===== src/rtl/serial_subtractor_pkg.sv =====
// Shared definitions for the bit-serial subtractor: FSM state encoding and a
// constant-width helper used to size the bit counter.
package serial_subtractor_pkg;

    typedef enum logic [1:0] {
        ST_IDLE  = 2'd0,
        ST_SHIFT = 2'd1,
        ST_DONE  = 2'd2
    } state_e;

    // Ceiling log2; clog2(1) = 0 so a 1-bit operand still gets a 1-bit counter
    // once the caller adds its spare bit.
    function automatic int clog2(input int value);
        int r;
        r = 0;
        for (int i = 0; i < 32; i++) begin
            if ((32'd1 << r) < value) begin
                r = r + 1;
            end
        end
        return r;
    endfunction

endpackage


===== src/rtl/serial_subtractor_full_subtractor.sv =====
// One-bit full subtractor: x - y - bin -> difference bit d and borrow out.
// Purely combinational; peer of the full adder with the same port style.
module full_subtractor
    import serial_subtractor_pkg::*;
(
    input  logic x_i,
    input  logic y_i,
    input  logic bin_i,
    output logic d_o,
    output logic bout_o
);

    assign d_o    = x_i ^ y_i ^ bin_i;
    assign bout_o = (~x_i & y_i) | (~x_i & bin_i) | (y_i & bin_i);

endmodule


===== src/rtl/serial_subtractor.sv =====
// Bit-serial subtractor: diff = a - b, one bit per clock, LSB first.
// A start in IDLE or DONE latches the operands; WIDTH SHIFT cycles later the
// result appears for one DONE cycle and is held on diff/bout afterwards.
//
// state    | meaning
// ---------+-------------------------------------------------------------
// ST_IDLE  | waiting for start; last result held on diff/bout
// ST_SHIFT | one full-subtractor bit per cycle, busy high
// ST_DONE  | one cycle, done high; start here chains the next operation
module serial_subtractor
    import serial_subtractor_pkg::*;
#(
    parameter int WIDTH = 8
) (
    input  logic             clk,
    input  logic             rst_n,
    input  logic             start,
    input  logic [WIDTH-1:0] a,
    input  logic [WIDTH-1:0] b,
    output logic             busy,
    output logic             done,
    output logic [WIDTH-1:0] diff,
    output logic             bout
);

    // One spare bit keeps WIDTH=1 legal (counter width never reaches zero).
    localparam int CNT_W = clog2(WIDTH) + 1;
    localparam logic [CNT_W-1:0] LAST_BIT = CNT_W'(WIDTH - 1);

    state_e           state_q, state_d;
    logic [WIDTH-1:0] ra_q, ra_d;
    logic [WIDTH-1:0] rb_q, rb_d;
    logic [WIDTH-1:0] acc_q, acc_d;
    logic [CNT_W-1:0] cnt_q, cnt_d;
    logic             brw_q, brw_d;
    logic [WIDTH-1:0] diff_q, diff_d;
    logic             bout_q, bout_d;
    logic             busy_q, busy_d;
    logic             done_q, done_d;

    logic fs_d;
    logic fs_bo;

    full_subtractor u_fs (
        .x_i   (ra_q[0]),
        .y_i   (rb_q[0]),
        .bin_i (brw_q),
        .d_o   (fs_d),
        .bout_o(fs_bo)
    );

    // Next-state and datapath: busy/done are computed from the next state so
    // the outputs come straight off flops.
    always_comb begin
        state_d = state_q;
        ra_d    = ra_q;
        rb_d    = rb_q;
        acc_d   = acc_q;
        cnt_d   = cnt_q;
        brw_d   = brw_q;
        diff_d  = diff_q;
        bout_d  = bout_q;
        busy_d  = 1'b0;
        done_d  = 1'b0;

        case (state_q)
            ST_IDLE, ST_DONE: begin
                if (start) begin
                    state_d = ST_SHIFT;
                    ra_d    = a;
                    rb_d    = b;
                    acc_d   = '0;
                    cnt_d   = '0;
                    brw_d   = 1'b0;
                    busy_d  = 1'b1;
                end else begin
                    state_d = ST_IDLE;
                end
            end

            ST_SHIFT: begin
                ra_d             = ra_q >> 1;
                rb_d             = rb_q >> 1;
                // Shift-then-insert form works for WIDTH=1 without a null slice.
                acc_d            = acc_q >> 1;
                acc_d[WIDTH-1]   = fs_d;
                brw_d            = fs_bo;
                cnt_d            = cnt_q + CNT_W'(1);
                if (cnt_q == LAST_BIT) begin
                    state_d = ST_DONE;
                    diff_d  = acc_d;
                    bout_d  = fs_bo;
                    done_d  = 1'b1;
                end else begin
                    busy_d  = 1'b1;
                end
            end

            default: begin
                state_d = ST_IDLE;
            end
        endcase
    end

    // State and datapath registers; reset aborts any operation in flight.
    always_ff @(posedge clk or negedge rst_n) begin
        if (!rst_n) begin
            state_q <= ST_IDLE;
            ra_q    <= '0;
            rb_q    <= '0;
            acc_q   <= '0;
            cnt_q   <= '0;
            brw_q   <= 1'b0;
            diff_q  <= '0;
            bout_q  <= 1'b0;
            busy_q  <= 1'b0;
            done_q  <= 1'b0;
        end else begin
            state_q <= state_d;
            ra_q    <= ra_d;
            rb_q    <= rb_d;
            acc_q   <= acc_d;
            cnt_q   <= cnt_d;
            brw_q   <= brw_d;
            diff_q  <= diff_d;
            bout_q  <= bout_d;
            busy_q  <= busy_d;
            done_q  <= done_d;
        end
    end

    assign busy = busy_q;
    assign done = done_q;
    assign diff = diff_q;
    assign bout = bout_q;

endmodule


===== config.mk =====
export PLATFORM = sky130hd
export DESIGN_NAME = serial_subtractor
export DESIGN_NICKNAME = d
export VERILOG_FILES = /design/src/rtl/serial_subtractor_pkg.sv /design/src/rtl/serial_subtractor_full_subtractor.sv /design/src/rtl/serial_subtractor.sv
export SDC_FILE = /design/constraint.sdc
export NUM_CORES = 1
export LEC_CHECK = 0
export CAP_MARGIN = 10
export CORE_ASPECT_RATIO = 1.4
export CORE_UTILIZATION = 55
export DETAILED_ROUTE_END_ITERATION = 7
export MAX_ROUTING_LAYER = met4
export PLACE_DENSITY = 0.83
export SLEW_MARGIN = 10
export SYNTH_ARGS = -nofsm -noshare
export SYNTH_HDL_FRONTEND = slang
export SYNTH_HIERARCHICAL = 1
export SYNTH_SLANG_ARGS = --single-unit

===== constraint.sdc =====
create_clock -name clk -period 4 [get_ports clk]
set_input_delay 1 -clock clk [delete_from_list [all_inputs] [get_ports clk]]
set_output_delay 1 -clock clk [all_outputs]
set_load 0.03 [all_outputs]

==> results of run 1 <==
[power breakdown]
part / leakage [uW] / internal [uW] / total, uW / switching [uW]
Combinational: 0.000452 / 353 / 702 / 349
Sequential: 0.000521 / 595 / 708 / 112
Clock: 0.0000443 / 137 / 263 / 126
Total: 0.00102 / 1090 / 1670 / 588
[worst max-delay path by stage]
stage / slack [ns] / depth (start not counted) / start / endpoint
after floorplan: 2.09 / 5 / start / ra_q[0]$_DFFE_PN0P_
after global placement: 1.42 / 5 / start / rb_q[1]$_DFFE_PN0P_
after detailed placement: 1.37 / 4 / start / ra_q[7]$_DFFE_PN0P_
after CTS: 1.66 / 1 / diff[6]$_DFFE_PN0P_ / diff[6]
after global routing: 1.59 / 4 / start / acc_q[7]$_DFFE_PN0P_
final: 1.66 / 4 / start / ra_q[7]$_DFFE_PN0P_
[final cells by class]
cell class,instances,area (sq um)
Tap cell,37,46.3
Clock buffer,7,86.3
Fill cell,199,833
Multi-Input combinational cell,68,586
Timing Repair Buffer,30,293
Sequential cell,41,1030
Inverter,2,7.51
[logic make-up (layout without fill, tap and decap cells)]
kind of cell,after synthesis,in the layout,share of synthesized area
AOI/OAI and AO/OA,41,41,0.203
buffers and inverters,10,39,0.0330
and+or+nand+nor,13,13,0.0511
DFF,41,41,0.616
muxes,11,11,0.0728
adders and majority gates,2,2,0.0195
xor gates and xnor gates,1,1,0.00526
[per-layer routing]
layer / GRT usage / vias to the layer above / part of all wire
met4: 0.118 / 0 / 0.025
met2: 0.308 / 25 / 0.49
met1: 0.258 / 540 / 0.44
met5: - / - / 0
met3: 0.0631 / 7 / 0.041
li1: - / 491 / -
[registers in the layout, summed over array words and instances, names as in the netlist]
register  flops
rb_q          8
bout          1
busy          1
done          1
ra_q          8
state_q       2
brw_q         1
acc_q         7
diff          8
cnt_q         4
[worst register-to-register path, delay by kind of cell (launching register included)]
kind	cells	cell delay, ns
muxes	1	0.42
DFF	1	0.36
and+or+nand+nor	2	1.20
[cells in the final DEF (no fill, tap or decap), drive strengths merged]
master,n
a21o,14
a22o,26
and2b,1
buf,2
clkbuf,7
clkdlybuf4s50,28
dfrtp,41
fa,1
ha,1
inv,2
mux2,9
mux2i,2
nand2,4
nand2b,1
nand4,1
nor2,2
nor2b,2
nor3b,2
o21ai,1
xnor2,1
[per-stage QoR]
stage | setup slack [ns] | hold WS (ns) | instances
floorplan | 2.09 | 0.449 | 119
global placement | 1.42 | 0.460 | 178
detailed placement | 1.37 | 0.466 | 178
CTS | 1.66 | 0.481 | 185
global route | 1.59 | 0.497 | 185
finish | 1.66 | 0.480 | 185
==> results.md, run 1 <==
- The most frequently used flop master after synthesis is dfrtp_1.
- The setup path with the least slack is of type input port to flop.
- The tightest min-delay check is of the flop to flop type.
- The signal on the critical path passes through clkdlybuf4s50_1 > nor2b_1 > nor2_4 > a22o_1.
- After the last flow step, the layout net total stands at between 150 and 200.
- The power density normalized to cell area is between 800 and 900 mW/mm^2.
- The clock tree buffer depth is 2.
- After detailed routing, the total wire length is 2800 um.
- The most common cell in the synthesized netlist is dfrtp_1.
- The port buffer count is 29.
- The max-capacitance violation count is 0.
- The average size of a mapped cell is 14.0 sq um.
- The total count of hold-check failures in the final report is 0.
- On the critical path the largest part of the delay comes from simple AND/OR/NAND/NOR gates.
- For this run the aggregate overflow at the end of global routing stands at 0.
- The synthesized design spends more area on one cell type than any other, namely dfrtp_1.
- The largest vdd supply drop is 0.000615 V.
- CTS built an H-tree with a depth of 2.
- Clock-pin slew was measured on the worst setup and hold paths at 0.07 ns.
- The largest fanout of any net on the critical path is 25.
- Data on the critical path is required at its endpoint by between 4 and 5 ns.
- The slowest stage of the critical path is the nor2b_1 cell.
- In this run the static leakage power is roughly 0.0010 uW.
- In this run the most critical hold path is launched from rb_q[4]$_DFFE_PN0P_.
- Dividing the final minimum period by the clock period gives 0.585.
- The fraction of final layout cells with drive strength greater than 1 is 0.135.
- The critical path startpoint category is an input port.
- The floorplan step set the die height to around 67 um.
- The TritonCTS clock tree is yes.
- The detailed router finished its first iteration with 26 violations.
- For this design the top-level I/O count stands at 30.
- The worst path needs ~2.3 ns of the cycle, external delays included.
- From synthesis to final layout, the design area changed by 22.7%.
- Setup repair after global routing left no endpoint under its margin.
- Once layout is complete, the utilization of the core stands at 0.710.
- The later pin in the worst-skew pair is clocked with a latency of 0.29 ns.
- The TritonCTS sink count is 41.
- After synthesis, the cell types taking the most area are dfrtp_1 62%, a22o_1 14%, a21o_1 6.3%.
- When the netlist entered floorplanning its net count stood at 140.
- The buffer type at the clock tree root is clkbuf_8.
- The synthesized netlist contains 21 unique library cells.
- Once layout is done, the placed cells without fillers occupy 0.00204 sq mm.
- The largest single stage delay on the critical path is roughly 0.54 ns.
- The setup check on the worst reg-to-reg path leaves a slack of about 1.9 ns.
- The number of buffers added by the clock tree synthesis step is 5.
- The number of global-route vias before repair was 1000.
- Across every metal layer, demand over resource in global routing totals 0.208.
- For the pin with the worst max-slew slack, the measured transition is 0.867 ns.
- The ratio of routed vias to standard cells is about 5.7.
- The depth of the worst hold-timing path is 1.
- Synthesis handed over a netlist of about 120 instances.
- The data arrival at the endpoint of the critical path is between 2 and 3 ns.
- Buffers inserted to repair hold after CTS numbered 0.
- For this run, design rule violations remaining after detail routing come to 0.
- The number of buffers inserted by post-CTS setup repair is 0.
- The global placement routability congestion is 0.712.
- The synthesis-stage register bit count is 41.
- The count of warnings emitted by yosys is 6.
- Between clock sinks in the finished design, the worst skew comes to 0.00286 ns.
- Summed over all nets, the half-perimeter wirelength after detailed placement is around 1900 um.
- The run finished with clean final reports.
- Setup total negative slack on the finished layout was measured at 0 ns.
- The number of buffers and inverters on the critical path is 1.
- The count of nets left with antenna violations once routing finished came out at 0.
- The final route contains 1063 vias.
- The worst setup path is captured at a flop.
- For hold timing, the worst endpoint is rb_q[4]$_DFFE_PN0P_.
- Entering global routing, the biggest net connects between 40 and 50 pins.
- In this run the core area contains 23 standard-cell rows.
- In this run the critical register-to-register path is captured at diff[6]$_DFFE_PN0P_.
- The initial utilization of the core area, before any placement, comes to 0.579.
- The number of antenna violations at the first check in global routing is 0.
- The reg-to-reg startpoint is state_q[1]$_DFFE_PN0P_.
- Total power for the finished layout comes to 1670 uW.
- The share of synthesized area in the top cell type comes to 0.616.
- The highest achievable clock rate is about 430 MHz.
- The wire length of the first global-routing pass is between 4000 and 5000 um.
- After detailed routing, the average wire length per cell comes to roughly 15 um.
- By count the netlist is led by 41 x dfrtp_1, 26 x a22o_1, 14 x a21o_1, 9 x mux2_2, 5 x buf_2.
- Setup violations remaining at the end of the flow were counted as 0.
- The length of the first detailed-routing pass in iterations is 4.
- Counting flops with a built-in enable in the synthesized netlist gives 0.
- After synthesis the cells add up to around 0.0017 sq mm.
- The placeable core region is ~0.0029 sq mm.
- The overall die area is between 0.003 and 0.004 sq mm.
- The number of antenna diodes in the final layout is 0.
- For the worst flop-to-flop path, the logic depth is 3.
- The total placed instance area is 0.00196 sq mm.
- The width of the die is 48.5 um.
- The fraction of the yosys area taken by sequential cells is 0.616.
- The share of flip-flops with an asynchronous set or reset is 1.00.
- Gates resized during post-CTS repair numbered 0.
- In this run the tightest slew margin relative to its limit is 0.422.
- The final-report max-slew violation count came to 0.
Note: power is estimated with default switching activity, not from simulation.
==> run 2, diff against run 1 <==
CORE_UTILIZATION = 51   (was 55)
PLACE_DENSITY = 0.78   (was 0.83)
clock period = 2.3 ns   (was 4 ns; I/O delays follow)
==> run 2 against run 1 <==
Combinational power is 75% higher. Clock power is 120% higher. Sequential share of layout area is 1.3 points lower. Clock-buffer cell count stayed put. Worst setup slack worse by 1.2 ns. Clock skew is 0.00094 ns higher. Non-clock buffer count is 3 higher. Critical path depth is 3 lower.
==> results.md, run 2 (synthesis gave the netlist of run 1 again) <==
- The run finished with clean final reports.
- The critical path in this run is classified as flop to primary output.
- The total routing resource utilization after global routing was 0.189 (-0.0198).
- The post-route standard cell area excluding fillers came to 0.00210 sq mm (+2.7%).
- The final-report max-slew violation count came to 0 (unchanged).
- The length of the first detailed-routing pass in iterations came to 4 (unchanged).
- The clock edge transition at the registers on the reported setup and hold paths is 0.07 ns (about the same).
- The antenna cell count was 0 (unchanged).
- The largest vdd supply drop is 0.000966 V (+57%).
- The fraction of power spent switching nets is 0.336 (-0.0150).
- The data required time at the worst endpoint is 1.73 ns (-2.45 ns).
- The number of design rule violations left after detail routing is 0 (unchanged).
- Leaving out fill and tap cells, the most frequent cell in the layout is dfrtp_1.
- The site row count is 24 (+4.3%).
- The half-perimeter wire length after placement is 1930 um (+1.5%).
- The cell-internal power is 2010 uW (+85%).
- Traced cell by cell, the critical path runs through clkdlybuf4s50_1.
- The relative slew slack is 0.623 (+0.201).
- The number of design-rule violations left by the first detailed-router iteration is 17 (-35%).
- The clock tree buffer depth is 2 (unchanged).
- The TritonCTS sink count is 41 (unchanged).
- The placeable core region was 0.00312 sq mm (+8.5%).
- STA classifies the critical path endpoint as a primary output.
- STA classifies the critical path startpoint as a flop.
- The clock insertion delay at the later pin of the skew report is 0.29 ns (about the same).
- The total via count after detailed routing was 1080 (+1.6%).
- The die outline height was 69.6 um (+3.7%).
- The root buffer cell chosen for the clock tree is clkbuf_8.
- The width of the die came to 50.3 um (+3.7%).
- The clock network fraction of total power is 0.191 (+0.034).
- The total count of hold-check failures in the final report was 0 (unchanged).
- The wire length of the first global-routing pass is 4770 um (+1.6%).
- The minimum period implied by the final worst setup slack is between 1.5 and 2 ns.
- The residual antenna-violating net count after detailed routing is 0 (unchanged).
- The number of global-route vias before repair is 1063 (+6.3%).
- The total placed instance area came to 0.00198 sq mm (+1.3%).
- The data arrival at the endpoint of the critical path came to 1.31 ns (-1.21 ns).
- The initial cell density of the core is 0.534 (-0.0455).
- The net switching power figure is 1020 uW (+73%).
- The ratio of routed vias to standard cells came to 5.65 (-1.6%).
- The power density normalized to cell area came to 1440 mW/mm^2 (+76%).
- The number of hold buffers added after CTS is 0 (unchanged).
- The buffer and inverter count on the worst path came to 1 (unchanged).
- The worst clock skew on the final layout is 0.00380 ns (+0.000942 ns).
- The max-capacitance violation count came to 0 (unchanged).
- From synthesis to final layout, the design area changed by 26.0%.
- Derived from the worst setup path, the maximum achievable clock frequency is about 530 MHz.
- The path class of the tightest hold or removal check is input port to async pin.
- The aggregate global routing overflow is 0 (unchanged).
- Setup repair after global routing left no endpoint under its margin.
- The transition time of the tightest slew-check pin was 0.566 ns (-0.301 ns).
- The fraction of power consumed by sequential logic was 0.405 (-0.018).
- The post-route clock period utilization is 0.820.
- The combinational share of power was 0.405 (-0.015).
- The port buffer count was 29 (unchanged).
- The average routed wire per standard cell is 14.4 um (-5.1%).
- Leaving out fill and tap cells, the most frequent cells in the layout are 41 x dfrtp_1, 28 x clkdlybuf4s50_1, 26 x a22o_1.
- The CTS H-tree depth is 2 (unchanged).
- The global placement routability congestion is 0.702 (-1.4%).
- The TritonCTS clock tree is yes.
- The fraction of final layout cells with drive strength greater than 1 came to 0.158 (+0.0228).
- The total number of nets in the final design is 172 (+1.8%).
- The total I/O pin count is 30 (unchanged).
- The total wirelength of the detailed-routed design is 2750 um (-2.1%).
- The cell leakage power is 0.00105 uW (+2.9%).
- The count of endpoints failing setup in the final report is 0 (unchanged).
- The largest net degree at the start of global routing is 32 (-24%).
- The number of buffers inserted by post-CTS setup repair is 0 (unchanged).
- The setup total negative slack was 0 ns (unchanged).
- The worst stage delay on the critical path came to 0.67 ns (+0.13 ns).
- The overall die area is 0.00350 sq mm (+7.6%).
- The number of antenna violations at the first check in global routing is 0 (unchanged).
- The post-cts gate resize count is 0 (unchanged).
- The critical path's slowest cell is clkdlybuf4s50_1.
- The number of buffers added by the clock tree synthesis step came to 5 (unchanged).
- The largest fanout of any net on the critical path is 2 (-92%).
- Broken down by cell family, the worst path's largest delay share belongs to buffers and inverters.
## run 2: area by class of cell
class | instances | area [sq um]
Clock buffer | 7 | 86.3
Clock inverter | 1 | 30.0
Fill cell | 250 | 1020
Inverter | 2 | 7.51
Multi-Input combinational cell | 68 | 586
Sequential cell | 41 | 1030
Tap cell | 39 | 48.8
Timing Repair Buffer | 33 | 315
## run 2: path summary, 6_finish.rpt
| check | from | end | slack [ns] | depth (start not counted) |
|---|---|---|---|---|
| worst max-delay path | bout$_DFFE_PN0P_ | bout | 0.41 | 1 |
| worst min-delay path | rst_n | diff[0]$_DFFE_PN0P_ | 0.27 | 1 |
| worst max register to register | state_q[1]$_DFFE_PN0P_ | diff[3]$_DFFE_PN0P_ | 0.54 | 4 |
| worst min register to register | ra_q[6]$_DFFE_PN0P_ | ra_q[6]$_DFFE_PN0P_ | 0.48 | 1 |
| max in group asynchronous | rst_n | diff[4]$_DFFE_PN0P_ | 1.49 | 2 |
| min in group clk | ra_q[6]$_DFFE_PN0P_ | ra_q[6]$_DFFE_PN0P_ | 0.48 | 1 |
## run 2: stage by stage
step / setup WS [ns] / std cells / hold slack, ns / utilization / power, uW
6_report: 0.414 / 191 / 0.274 / 0.672 / 3030
5_1_grt: 0.362 / 191 / 0.310 / 0.672 / 3220
4_1_cts: 0.393 / 191 / 0.287 / 0.672 / 3070
3_5_place_dp: 0.313 / 183 / 0.468 / 0.635 / 2470
3_3_place_gp: 0.362 / 183 / 0.460 / 0.635 / 2410
2_1_floorplan: 0.819 / 119 / 0.279 / - / 2130
## run 2: metal layers
| layer | wire [um] | global-route usage | part of all wire | vias up |
|---|---|---|---|---|
| met2 | 1430 | 0.298 | 0.52 | 28 |
| met5 | 0 | - | 0 | - |
| met3 | 113 | 0.0526 | 0.041 | 5 |
| met1 | 1160 | 0.226 | 0.42 | 544 |
| li1 | - | - | - | 503 |
| met4 | 42 | 0.0741 | 0.015 | 0 |
## run 2: power by group through the flow
stage,sequential (uW),clock [uW],combinational [uW]
floorplan,1360,0,769
global placement,1220,0,1190
detailed placement,1240,0,1230
CTS,1230,598,1250
global route,1270,625,1330
finish,1220,577,1230
==> run 3, diff against run 2 <==
clock period = 1.8 ns   (was 2.3 ns; I/O delays follow)
==> run 3 against run 2 <==
Non-clock buffer count is 1 higher. Clock-buffer cell count is the same. Final area down 0.42%. Cell count unchanged. Clock power is 2% higher. Core utilization decreased by 0.28 points. Global-route usage rose by 2.1 points. First-iteration DRC count increased by 130%. Worst hold slack got worse by 0.062 ns.
==> results.md, run 3 (synthesis gave the netlist of run 1 again) <==
- The flow ran to the end, and the final reports show no timing, DRC or antenna violations.
- The clock edge transition at the registers on the reported setup and hold paths is 0.07 ns (about the same).
- The signed area change from the synthesized netlist to the final layout is 25.5%.
- The count of endpoints failing setup in the final report came to 0 (unchanged).
- STA classifies the critical path endpoint as a primary output.
- The net switching power figure is 1330 uW (+30%).
- The fraction of power spent switching nets was 0.352 (+0.0157).
- The CTS H-tree depth is 2 (unchanged).
- The data required time at the worst endpoint came to 1.35 ns (-0.38 ns).
- Leaving out fill and tap cells, the most frequent cell in the layout is dfrtp_1.
- The number of global-route vias before repair was 1138 (+7.1%).
- The number of buffers added by the clock tree synthesis step is 5 (unchanged).
- The number of design rule violations left after detail routing was 0 (unchanged).
- The largest net degree at the start of global routing is 42 (+31%).
- The TritonCTS sink count is 41 (unchanged).
- The relative slew slack was 0.638 (+0.0158).
- In the finished design, the share of the clock period the worst path needs comes to 0.975.
- The transition time of the tightest slew-check pin is 0.541 ns (-0.0249 ns).
- The number of fill cells in the layout was 251 (+0.40%).
- The minimum period implied by the final worst setup slack is 1.75 ns.
- The average routed wire per standard cell is 15.3 um (+6.6%).
- The data arrival at the endpoint of the critical path is 1.30 ns (about the same).
- The total routing resource utilization after global routing is 0.209 (+0.0206).
- The class of the tightest hold or removal check is input port to async pin.
- The clock insertion delay at the later pin of the skew report is 0.29 ns (about the same).
- The die outline height is 69.6 um (unchanged).
- The initial cell density of the core is 0.534 (unchanged).
- Setup repair after global routing left no endpoint under its margin.
- The total via count after detailed routing is 1080 (unchanged).
- The number of antenna violations at the first check in global routing came to 0 (unchanged).
- TritonCTS built the clock tree.
- In this run the clock root is driven by a clkbuf_8.
- The width of the die is 50.3 um (unchanged).
- The length of the first detailed-routing pass in iterations came to 4 (unchanged).
- The aggregate global routing overflow is 0 (unchanged).
- The ratio of routed vias to standard cells is 5.65 (unchanged).
- The worst clock skew on the final layout is 0.00158 ns (-0.00222 ns).
- The port buffer count came to 29 (unchanged).
- The fraction of power consumed by sequential logic was 0.417 (+0.012).
- The total I/O pin count was 30 (unchanged).
- Derived from the worst setup path, the maximum achievable clock frequency is 570 MHz.
- The worst setup path is launched from a flop.
- The worst setup path is of the flop to primary output kind.
- The clock tree buffer depth is 2 (unchanged).
- The total number of nets in the final design is 173 (+0.58%).
- The largest vdd supply drop came to 0.00105 V (+8.9%).
- The cell leakage power came to 0.00106 uW (+1.2%).
- The max-capacitance violation count was 0 (unchanged).
- The total count of hold-check failures in the final report is 0 (unchanged).
- The worst stage delay on the critical path is 0.67 ns (about the same).
- The clock network fraction of total power is 0.156 (-0.035).
- The wire length of the first global-routing pass is 5260 um (+10%).
- The cell-internal power came to 2440 uW (+22%).
- The number of buffers inserted by post-CTS setup repair is 0 (unchanged).
- The number of design-rule violations left by the first detailed-router iteration came to 39 (+22).
- The buffer and inverter count on the worst path is 1 (unchanged).
- The overall die area was 0.00350 sq mm (unchanged).
- The final-report max-slew violation count is 0 (unchanged).
- The global placement routability congestion came to 0.693 (-1.3%).
- The fraction of final layout cells with drive strength greater than 1 is 0.158 (unchanged).
- The residual antenna-violating net count after detailed routing is 0 (unchanged).
- The setup total negative slack was 0 ns (unchanged).
- The post-route worst setup slack is 0.0451 ns (-0.369 ns).
- The combinational share of power is 0.427 (+0.022).
- The largest fanout of any net on the critical path came to 2 (unchanged).
- The setup slack after placement is -0.108 ns (-0.421 ns).
- The antenna cell count is 0 (unchanged).
- The kind of cell with the highest combined delay on the critical path is buffers and inverters.
- The total wirelength of the detailed-routed design is 2930 um (+6.6%).
- The critical path's slowest cell is clkdlybuf4s50_1.
- The power density normalized to cell area came to 1800 mW/mm^2 (+25%).
- In the layout the commonest cells are 41 x dfrtp_1, 26 x a22o_1, 26 x clkdlybuf4s50_1.
- The number of hold buffers added after CTS came to 0 (unchanged).
- The half-perimeter wire length after placement is 2020 um (+4.8%).
- The site row count is 24 (unchanged).
- The signal on the critical path passes through clkdlybuf4s50_1.
- The placeable core region came to 0.00312 sq mm (unchanged).
## run 3: changes by cell type in the layout (fill, tap and decap cells not counted), sizes merged
cell / previous run / this run
dlymetal6s2s: 0 / 1
bufinv: 1 / 0
dlygate4sd2: 0 / 1
clkdlybuf4s50: 28 / 26
buf: 5 / 6
## run 3: routing by layer
| metal | vias to the layer above | track usage | share of wire |
|---|---|---|---|
| met5 | - | - | 0 |
| met4 | 0 | 0.0926 | 0.020 |
| met3 | 6 | 0.0526 | 0.044 |
| met2 | 27 | 0.327 | 0.51 |
| met1 | 548 | 0.253 | 0.43 |
| li1 | 499 | - | - |
## run 3: timing repair
item | in CTS | in global routing
cloned | 0 | 0
gates resized for setup | 1 | 1
setup endpoints to repair | 1 | 1
## run 3: power groups by stage
stage | Clock [uW] | Combinational [uW] | Sequential (uW)
6_report | 590 | 1610 | 1570
5_1_grt | 640 | 1750 | 1630
4_1_cts | 608 | 1640 | 1580
3_5_place_dp | 0 | 1640 | 1590
3_3_place_gp | 0 | 1560 | 1560
2_1_floorplan | 0 | 983 | 1730
## run 3: final timing paths
check / slack, ns / depth (start not counted) / to / from
setup / recovery: 0.05 / 1 / diff[4] / diff[4]$_DFFE_PN0P_
hold / removal: 0.21 / 2 / diff[1]$_DFFE_PN0P_ / rst_n
setup reg to reg: 0.23 / 4 / diff[6]$_DFFE_PN0P_ / state_q[1]$_DFFE_PN0P_
hold reg to reg: 0.48 / 1 / rb_q[5]$_DFFE_PN0P_ / rb_q[5]$_DFFE_PN0P_
max in group asynchronous: 1.24 / 2 / rb_q[6]$_DFFE_PN0P_ / rst_n
min in group clk: 0.48 / 1 / rb_q[5]$_DFFE_PN0P_ / rb_q[5]$_DFFE_PN0P_
## run 3: per-stage QoR
step / hold WS, ns / std cells / area (sq um) / util / power, uW
finish: 0.213 / 191 / 2090 / 0.669 / 3770
global route: 0.243 / 191 / 2090 / 0.669 / 4020
CTS: 0.223 / 191 / 2090 / 0.669 / 3820
detailed placement: 0.466 / 184 / 2000 / 0.641 / 3230
global placement: 0.460 / 184 / 2000 / 0.641 / 3120
floorplan: 0.154 / 119 / 1670 / - / 2720
## run 3: worst reg2reg max path: cells and delay by family (launching register included)
kind	cells	cell delay, ns
flops	1	0.35
mux	1	0.35
simple gates	2	0.56
buf+inv	1	0.20
## run 3: cell type report
| class | count | area, sq um | area share |
|---|---|---|---|
| Sequential cell | 41 | 1030 | 0.491 |
| Multi-Input combinational cell | 68 | 586 | 0.280 |
| Timing Repair Buffer | 34 | 337 | 0.161 |
| Clock buffer | 7 | 86.3 | 0.0413 |
| Tap cell | 39 | 48.8 | 0.0233 |
| Inverter | 2 | 7.51 | 0.00359 |
